**config.mk**
```make
export PLATFORM = sky130hd
export DESIGN_NAME = instr_mem_loader
export DESIGN_NICKNAME = d
export VERILOG_FILES = /design/src/rtl/rv_isa_pkg.sv /design/src/rtl/instr_packer.sv /design/src/rtl/instr_mem_loader.sv
export SDC_FILE = /design/constraint.sdc
export NUM_CORES = 1
export LEC_CHECK = 0
export ABC_CLOCK_PERIOD_IN_PS = 4600
export BUFFER_PORTS_ARGS = -buffer_cell sky130_fd_sc_hd__buf_4
export CAP_MARGIN = 20
export CORE_MARGIN = 2
export CORE_UTILIZATION = 50
export CTS_BUF_LIST = sky130_fd_sc_hd__clkbuf_8
export DETAILED_ROUTE_END_ITERATION = 6
export PLACE_DENSITY = 0.84
export SYNTH_ARGS = -nofsm -noshare
export SYNTH_HDL_FRONTEND = slang
export SYNTH_SLANG_ARGS = --single-unit
```
**constraint.sdc**
```tcl
create_clock -name clk -period 4.6 [get_ports clk]
set_clock_uncertainty 0.15 [all_clocks]
set_input_delay 0.23 -clock clk [delete_from_list [all_inputs] [get_ports clk]]
set_output_delay 0.23 -clock clk [all_outputs]
set_load 0.02 [all_outputs]
```
**src/rtl/rv_isa_pkg.sv**
```systemverilog
// RV32I format codes, opcode constants, loader FSM states and the immediate-range helper
// shared by instr_packer and instr_mem_loader.
package rv_isa_pkg;

   localparam logic [2:0] FMT_R = 3'd0;
   localparam logic [2:0] FMT_I = 3'd1;
   localparam logic [2:0] FMT_S = 3'd2;
   localparam logic [2:0] FMT_B = 3'd3;
   localparam logic [2:0] FMT_U = 3'd4;
   localparam logic [2:0] FMT_J = 3'd5;

   localparam logic [6:0] OPC_LOAD   = 7'b0000011;
   localparam logic [6:0] OPC_STORE  = 7'b0100011;
   localparam logic [6:0] OPC_OP     = 7'b0110011;
   localparam logic [6:0] OPC_BRANCH = 7'b1100011;
   localparam logic [6:0] OPC_OP_IMM = 7'b0010011;
   localparam logic [6:0] OPC_LUI    = 7'b0110111;
   localparam logic [6:0] OPC_AUIPC  = 7'b0010111;
   localparam logic [6:0] OPC_JAL    = 7'b1101111;
   localparam logic [6:0] OPC_JALR   = 7'b1100111;

   typedef enum logic [1:0] {
      ST_IDLE,
      ST_ACCEPT,
      ST_WRITE,
      ST_DONE
   } loaderState_t;

   // True when v is the sign extension of its low 'bits' bits.
   function automatic logic fitsSigned(input logic [31:0] v, input int unsigned bits);
      logic [31:0] hi;
      hi = $signed(v) >>> (bits - 1);
      return (hi == '0) || (hi == '1);
   endfunction

endpackage

```
**src/rtl/instr_packer.sv**
```systemverilog
// Combinational RV32I field-to-word packer. With LOADER_RANGE_CHECK_EN defined it also
// rejects immediates that do not fit their format; otherwise they are silently truncated.
module instr_packer
   import rv_isa_pkg::*;
(
   input  logic [2:0]  fmt,
   input  logic [6:0]  op,
   input  logic [2:0]  funct3,
   input  logic [6:0]  funct7,
   input  logic [4:0]  rd,
   input  logic [4:0]  rs1,
   input  logic [4:0]  rs2,
   input  logic [31:0] imm,
   output logic [31:0] word,
   output logic        ok
);

   logic fmtOk;
   logic rangeOk;

   always_comb begin
      word  = '0;
      fmtOk = 1'b1;
      case (fmt)
         FMT_R:   word = {funct7, rs2, rs1, funct3, rd, op};
         FMT_I:   word = {imm[11:0], rs1, funct3, rd, op};
         FMT_S:   word = {imm[11:5], rs2, rs1, funct3, imm[4:0], op};
         FMT_B:   word = {imm[12], imm[10:5], rs2, rs1, funct3, imm[4:1], imm[11], op};
         FMT_U:   word = {imm[31:12], rd, op};
         FMT_J:   word = {imm[20], imm[10:1], imm[11], imm[19:12], rd, op};
         default: fmtOk = 1'b0;
      endcase
   end

`ifdef LOADER_RANGE_CHECK_EN
   // Branch and jump offsets are halfword-aligned, so bit 0 must be clear.
   always_comb begin
      rangeOk = 1'b1;
      case (fmt)
         FMT_I, FMT_S: rangeOk = fitsSigned(imm, 12);
         FMT_B:        rangeOk = fitsSigned(imm, 13) && !imm[0];
         FMT_J:        rangeOk = fitsSigned(imm, 21) && !imm[0];
         FMT_U:        rangeOk = (imm[11:0] == 12'd0);
         default:      rangeOk = 1'b1;
      endcase
   end
`else
   assign rangeOk = 1'b1;
`endif

   assign ok = fmtOk && rangeOk;

endmodule

```
**src/rtl/instr_mem_loader.sv**
```systemverilog
// Program loader: accepts instruction fields, packs them and writes consecutive words.
// Optional immediate range checking is enabled by defining LOADER_RANGE_CHECK_EN.
module instr_mem_loader
   import rv_isa_pkg::*;
#(
   parameter int XLEN      = 32,
   parameter int ADDR_W    = 8,
   parameter int BASE_ADDR = 0
) (
   input  logic              clk,
   input  logic              rst,
   input  logic              start,
   input  logic              in_valid,
   output logic              in_ready,
   input  logic [2:0]        in_fmt,
   input  logic [6:0]        in_op,
   input  logic [2:0]        in_funct3,
   input  logic [6:0]        in_funct7,
   input  logic [4:0]        in_rd,
   input  logic [4:0]        in_rs1,
   input  logic [4:0]        in_rs2,
   input  logic [31:0]       in_imm,
   input  logic              in_last,
   output logic              mem_we,
   output logic [ADDR_W-1:0] mem_addr,
   output logic [XLEN-1:0]   mem_wdata,
   output logic [ADDR_W:0]   count,
   output logic              busy,
   output logic              done,
   output logic              full,
   output logic              err
);

   localparam logic [ADDR_W-1:0] BASE_PTR = ADDR_W'(BASE_ADDR);
   localparam logic [ADDR_W-1:0] TOP_PTR  = '1;

   loaderState_t      state, stateNext;
   logic [ADDR_W-1:0] ptr, ptrNext;
   logic [ADDR_W:0]   cnt, cntNext;
   logic [XLEN-1:0]   wdata, wdataNext;
   logic              errFlag, errNext;
   logic              fullFlag, fullNext;
   logic              lastCap, lastNext;
   logic [31:0]       packWord;
   logic              packOk;

   instr_packer uPacker (
      .fmt    (in_fmt),
      .op     (in_op),
      .funct3 (in_funct3),
      .funct7 (in_funct7),
      .rd     (in_rd),
      .rs1    (in_rs1),
      .rs2    (in_rs2),
      .imm    (in_imm),
      .word   (packWord),
      .ok     (packOk)
   );

   always_ff @(posedge clk or posedge rst) begin
      if (rst) begin
         state    <= ST_IDLE;
         ptr      <= BASE_PTR;
         cnt      <= '0;
         wdata    <= '0;
         errFlag  <= 1'b0;
         fullFlag <= 1'b0;
         lastCap  <= 1'b0;
      end else begin
         state    <= stateNext;
         ptr      <= ptrNext;
         cnt      <= cntNext;
         wdata    <= wdataNext;
         errFlag  <= errNext;
         fullFlag <= fullNext;
         lastCap  <= lastNext;
      end
   end

   always_comb begin
      stateNext = state;
      ptrNext   = ptr;
      cntNext   = cnt;
      wdataNext = wdata;
      errNext   = errFlag;
      fullNext  = fullFlag;
      lastNext  = lastCap;
      in_ready  = 1'b0;
      mem_we    = 1'b0;
      busy      = 1'b0;
      done      = 1'b0;
      case (state)
         ST_IDLE, ST_DONE: begin
            done = (state == ST_DONE);
            if (start) begin
               stateNext = ST_ACCEPT;
               ptrNext   = BASE_PTR;
               cntNext   = '0;
               errNext   = 1'b0;
               fullNext  = 1'b0;
            end
         end
         ST_ACCEPT: begin
            in_ready = 1'b1;
            busy     = 1'b1;
            if (in_valid) begin
               if (packOk) begin
                  wdataNext = XLEN'(packWord);
                  lastNext  = in_last;
                  stateNext = ST_WRITE;
               end else begin
                  // Rejected descriptions still honour in_last so a session can end on one.
                  errNext = 1'b1;
                  if (in_last) stateNext = ST_DONE;
               end
            end
         end
         ST_WRITE: begin
            mem_we  = 1'b1;
            busy    = 1'b1;
            cntNext = cnt + 1'b1;
            // The pointer parks on the top word instead of wrapping.
            if (ptr != TOP_PTR) ptrNext = ptr + 1'b1;
            if (lastCap) begin
               stateNext = ST_DONE;
            end else if (ptr == TOP_PTR) begin
               fullNext  = 1'b1;
               stateNext = ST_DONE;
            end else begin
               stateNext = ST_ACCEPT;
            end
         end
         default: stateNext = ST_IDLE;
      endcase
   end

   assign mem_addr  = ptr;
   assign mem_wdata = wdata;
   assign count     = cnt;
   assign full      = fullFlag;
   assign err       = errFlag;

endmodule

```
== After elaboration in Yosys (flattened, before gate mapping) ==
Cells that the tools add are included.
Word-level totals
  register bits: 54
  bits of input ports: 72
  bits in read-only memories: 0
  memories kept: 0
  RAM bits: 0
  word-level logic and storage cells: 64
  latch bits: 0
  output and inout bits: 55
Operators by class
  shifts and indexed selects: 0
  bitwise gates (word level): 0
  divide/modulo/power cells: 0
  reduce and logical (&&, ||, !) cells: 13
  muxes and demuxes: 25
  $add $sub $neg: 2
  multipliers: 0
  $lt $le $gt $ge: 0
  eq/ne operators: 17
Operator list (number)
  $pmux W32 S6: 1
  $pmux W9 S2: 1
  $mux W8: 2
  $pmux W8 S2: 1
  $mux W2: 6
  $ne A2 B2 Y1 const B: 6
  $mux W1: 10
  $add A9 B1 Y9 const B: 1
  $mux W9: 1
  $reduce_and A3 Y1: 3
  $add A8 B1 Y8 const B: 1
  $eq A8 B8 Y1 const B: 1
  $ne A8 B8 Y1 const B: 1
  $reduce_and A4 Y1: 2
  $eq A3 B2 Y1 const B: 2
  $eq A3 B3 Y1 const B: 2
  $pmux W2 S3: 1
  $reduce_or A6 Y1: 1
  $eq A2 B2 Y1 const B: 2
  $pmux W1 S2: 2
  $reduce_bool A2 Y1: 2
  $reduce_or A2 Y1: 2
  $eq A3 B1 Y1 const B: 1
  $logic_not A3 Y1: 1
  4 further kinds: 4

== Depth between registers and ports, before layout ==
  word-level depth: 6
  depth in mapped cells: 8
  mapped depth without buffers: 6

== By module ==
Synthesis repeated with hierarchy kept, for this count alone.
Unflattened totals
  cells, all modules: 273
  area, all modules: 2927.8 um^2
By module, submodules not included
  instr_mem_loader: area an instance 2363.5 um^2, cells an instance 186, seq. area each 1351.3 um^2, times used 1
  instr_packer: area an instance 564.3 um^2, cells an instance 87, seq. area each 0.0 um^2, times used 1

== Least setup slack after synthesis ==
No wires, ideal clock.
  kind: reg-to-reg
  start: register state[0]
  end: register cnt[4] (netlist: count[4])
  path slack: 2748 ps
  clock period less this slack: 1852 ps
  cell stages (with the launch flop): 9
  required time: 4313 ps
  setup time: 137 ps
  buffers on the path: 2
  arrival: 1565 ps
  cells stage by stage: dfrtp_1 -> inv_1 -> ha_1 -> buf_6 -> mux2_4 -> buf_4 -> nand4_1 -> xor2_1 -> nor2_1
On the way
  cells in the longest elaborated chain, start to end: 4
  elaborated cells between the ends (all ways): 8
  those cells by class: 3 x eq/ne; 1 x mux; 4 x reduce/logical
RTL lines
  start, declared: line instr_mem_loader.sv:37  | loaderState_t state, stateNext;
  start signal, assigned: line instr_mem_loader.sv:70  | state <= stateNext;
  $eq A2 B2 Y1 / $logic_not A2 Y1 (equally long branches): line instr_mem_loader.sv:92  | case (state)
  $reduce_or A2 Y1: line instr_mem_loader.sv:92
  $ne A2 B2 Y1 (no line) / $reduce_bool A2 Y1 (equally long branches)
  $reduce_and A2 Y1 (no line)
  end signal, assigned: line instr_mem_loader.sv:72  | cnt <= cntNext;
  end, declared: line instr_mem_loader.sv:39  | logic [ADDR_W:0] cnt, cntNext;
Parallel ways exist; a longest one is shown, timed or not.
A chain may end at the register's enable or synchronous reset.

== Worst setup path after layout ==
  start: register state[0]
  end: register ptr[2] (netlist: mem_addr[2])
On the way
  cells in the longest elaborated chain, start to end: 4
  elaborated cells between the ends (all ways): 9
  those cells by class: 4 x eq/ne; 1 x mux; 4 x reduce/logical
RTL lines
  $eq A2 B2 Y1 / $logic_not A2 Y1 (equally long branches): line instr_mem_loader.sv:92
  $reduce_or A2 Y1: line instr_mem_loader.sv:92
  $ne A2 B2 Y1 (no line) / $reduce_bool A2 Y1 (equally long branches)
  $reduce_and A3 Y1 (no line)
  end signal, assigned: line instr_mem_loader.sv:71  | ptr <= ptrNext;
  end, declared: line instr_mem_loader.sv:38  | logic [ADDR_W-1:0] ptr, ptrNext;
Parallel ways exist; a longest one is shown, timed or not.

==> summary.md <==
| Metric | Value |
|---|---|
| Synth top area cells | dfrtp_1 (46%), o21ai_0 (6.1%), nand2_1 (5.4%), a21oi_1 (5.1%), mux2_2 (4.6%) |
| Synth area leader | dfrtp_1 |
| GR Util All Layers | approximately 24% |
| First-pass DRT Iterations | 4 |
| 1st-iter DRT viols | just under 200 |
| Commonest cells in the netlist | dfrtp_1 (54), nand2_1 (42), o21ai_0 (36), a21oi_1 (30), nor2b_1 (16) |
| Sequence of cells on the critical path | inv_1, ha_1, mux2i_4, nor2_1, nor3_1 |
| Register area share after synthesis | 46.09% |
| Synth Register Bits | 54 |
| Routed WL | a little under 8000 um |
| Clk buf depth | 2 |
| Min-Delay Path Class | primary input to register |
| Post-CTS resize count | 0 |
| Drt drc | 0 |
| Setup violators final | 0 |
| Crit. End Element | register |
| Detailed Place HPWL | 5826 um |
| Top-count cell post-synth | dfrtp_1 |
| Synthesis-to-layout area growth | 38.33% |
| Least-Margin Pin Slew | slightly below 0.8 ns |
| Std-Cell Rows | 27 |
| CP max FO | 17 |
| CTS buffer count | 5 |
| NumNets Final | 501 |
| Die Span Y | approximately 81 um |
| Max cap viols | 0 |
| Slew margin rel. | between 40 and 50% |
| Post-Syn Area per Cell | between 9 and 10 sq um |
| Congestion Overflow GR | 0 |
| Non-Filler Instances | about 500 |
| Clock sink total | 54 |
| Syn_nets | 384 |
| Area of the core | 5574 sq um |
| Vias/cell | 5.427 |
| EDFF count, synth | 0 |
| Number of port buffers | 126 |
| # H-tree levels | 2 |
| Initial Util | 52.59% |
| Slowest stage delay, CP | around 0.55 ns |
| Root Buffer | clkbuf_8 |
| Vias in the first global route | 2512 |
| Die X | 80.57 um |
| Max VDD drop | 0.4250 mV |
| Clock latency on the worst-skew pair | 0.30 ns |
| Number of routed nets with antenna violations | 0 |
| Synth top area share | 46.09% |
| Share of cells above drive strength 1 | between 30 and 40% |
| FFs w/ async S/R, synth | 100.0% |
| Initial antenna violation count | 0 |
| Synth unique cells | 45 |
| F_max | 0.4346 GHz |
| Final worst path period share | 50.02% |
| Crit path arrival time | around 2.3 ns |
| Mapped Area | 2932 sq um |
| Placed cell count | 487 |
| Final hold viol count | 0 |
| RSZ-0062 raised after global routing | false |
| Setup tns final | 0 ns |
| Post-synth top flop | dfrtp_1 |
| Status | finished clean |
| WS Path Type | register to register |
| Mapped Cells | 307 |
| Via Count | 2697 |
| Ports | 127 |
| Synthesis warning total | 0 |
| Leak | 1.954 nW |
| CP Launch Type | register |
| Slowest cell on crit path | ha_1 |
| Die area | around 6500 sq um |
| CTS clk-pin slew, worst paths | approximately 0.090 ns |
| Final GP Congestion | 0.8477 |
| CP required | around 4.6 ns |
| WL/cell | 15.93 um |
| First-pass GRT wire length | 12230 um |
| Fillcell total | roughly 430 |
| Min Clock Period, post-route | 2.301 ns |
| Pwr dens | 535.0 nW/um^2 |
| Inserted Diodes | 0 |
| CTS tree | done |
| Max Slew Vio Count | 0 |
| Largest net degree at the start of global routing | 59 |
| WHS | between 0.009 and 0.01 ns |
critical path: cells and delay by family (launching register included):
family / cells / cell delay (ns)
and+or+nand+nor: 2 / 0.66
buffers and inverters: 1 / 0.07
muxes: 1 / 0.31
DFF: 1 / 0.42
adders and majority gates: 1 / 0.55
report_power, final:
group          total (W)  internal, W  switching [W]
Clock           0.000385     0.000232       0.000153
Combinational    0.00104     0.000441       0.000601
Sequential      0.000742     0.000635       0.000107
final timing paths:
check	cells after the start	slack (ns)	startpoint	endpoint
setup / recovery	5	2.30	state[0]	mem_addr[2]
hold / removal	2	0.009	in_op[4]	mem_wdata[4]
setup reg to reg	5	2.30	state[0]	mem_addr[2]
hold reg to reg	2	0.34	mem_wdata[23]	mem_wdata[23]
max in group asynchronous	4	3.42	rst	count[4]
min in group asynchronous	3	0.34	rst	mem_wdata[13]
layout make-up:
class	instances	area [sq um]	share of cell area [%]
tap	72	90.09	2.222
inverter	9	33.78	0.8331
clock buffer	6	82.58	2.036
sequential	54	1351	33.32
clock inverter	2	60.06	1.481
timing repair buffer	129	996.0	24.56
multi-input combinational	225	1441	35.54
per-layer routing:
metal | wire length (um) | vias up | global-route usage (%)
li1 | - | 1322 | -
met1 | 3415 | 1280 | 33.12
met2 | 3979 | 84 | 39.25
met3 | 393 | 11 | 3.933
met4 | 128 | 0 | 6.780
met5 | 0 | - | 0
logic make-up (layout without fill, tap and decap cells):
group / Yosys count / count (layout) / synth area share (%)
fa+ha+maj: 5 / 5 / 2.134
flops: 54 / 54 / 46.09
simple gates: 99 / 99 / 17.50
compound gates: 93 / 93 / 18.91
xor+xnor: 5 / 5 / 1.494
mux: 23 / 23 / 8.963
buf+inv: 28 / 146 / 4.908
cells in the final DEF, fill, tap and decap left out, types with 2 or more instances in the layout:
cell / n
a21oi_1: 30
nor2b_1: 16
nand2b_1: 2
nand3b_1: 4
nand2_1: 42
a31oi_1: 2
buf_12: 2
and3_2: 2
a211oi_1: 3
o211ai_1: 2
mux2i_1: 9
xnor2_1: 4
ha_1: 5
a21boi_0: 2
nand3_1: 4
nor2_1: 10
clkbuf_8: 6
mux2_2: 12
o31a_1: 6
bufinv_16: 2
nor3_1: 5
dfrtp_1: 54
nand4_1: 6
inv_1: 8
buf_4: 126
a41oi_1: 4
o21ai_0: 36
or3_1: 2
timing repair:
item	4_1_cts	5_1_grt
hold buffers	1	0
buffers inserted	0	0
hold endpoints to repair	19	0
state kept, by name, summed over array words and instances, names as in the netlist:
signal / cells
state: 2
count: 9
err: 1
mem_addr: 8
mem_wdata: 32
full: 1
lastCap: 1
metrics by stage:
step | setup WS, ns | util, % | cell area (sq um) | total power, W
CTS | 2.122 | 72.39 | 4035 | 0.002164
floorplan | 2.748 | - | 2932 | 0.001388
detailed placement | 2.135 | 69.65 | 3882 | 0.001778
global placement | 2.242 | 69.29 | 3862 | 0.001738
global route | 2.162 | 72.75 | 4055 | 0.002306
finish | 2.299 | 72.75 | 4055 | 0.002170
Power figures use the tool's default switching activity.
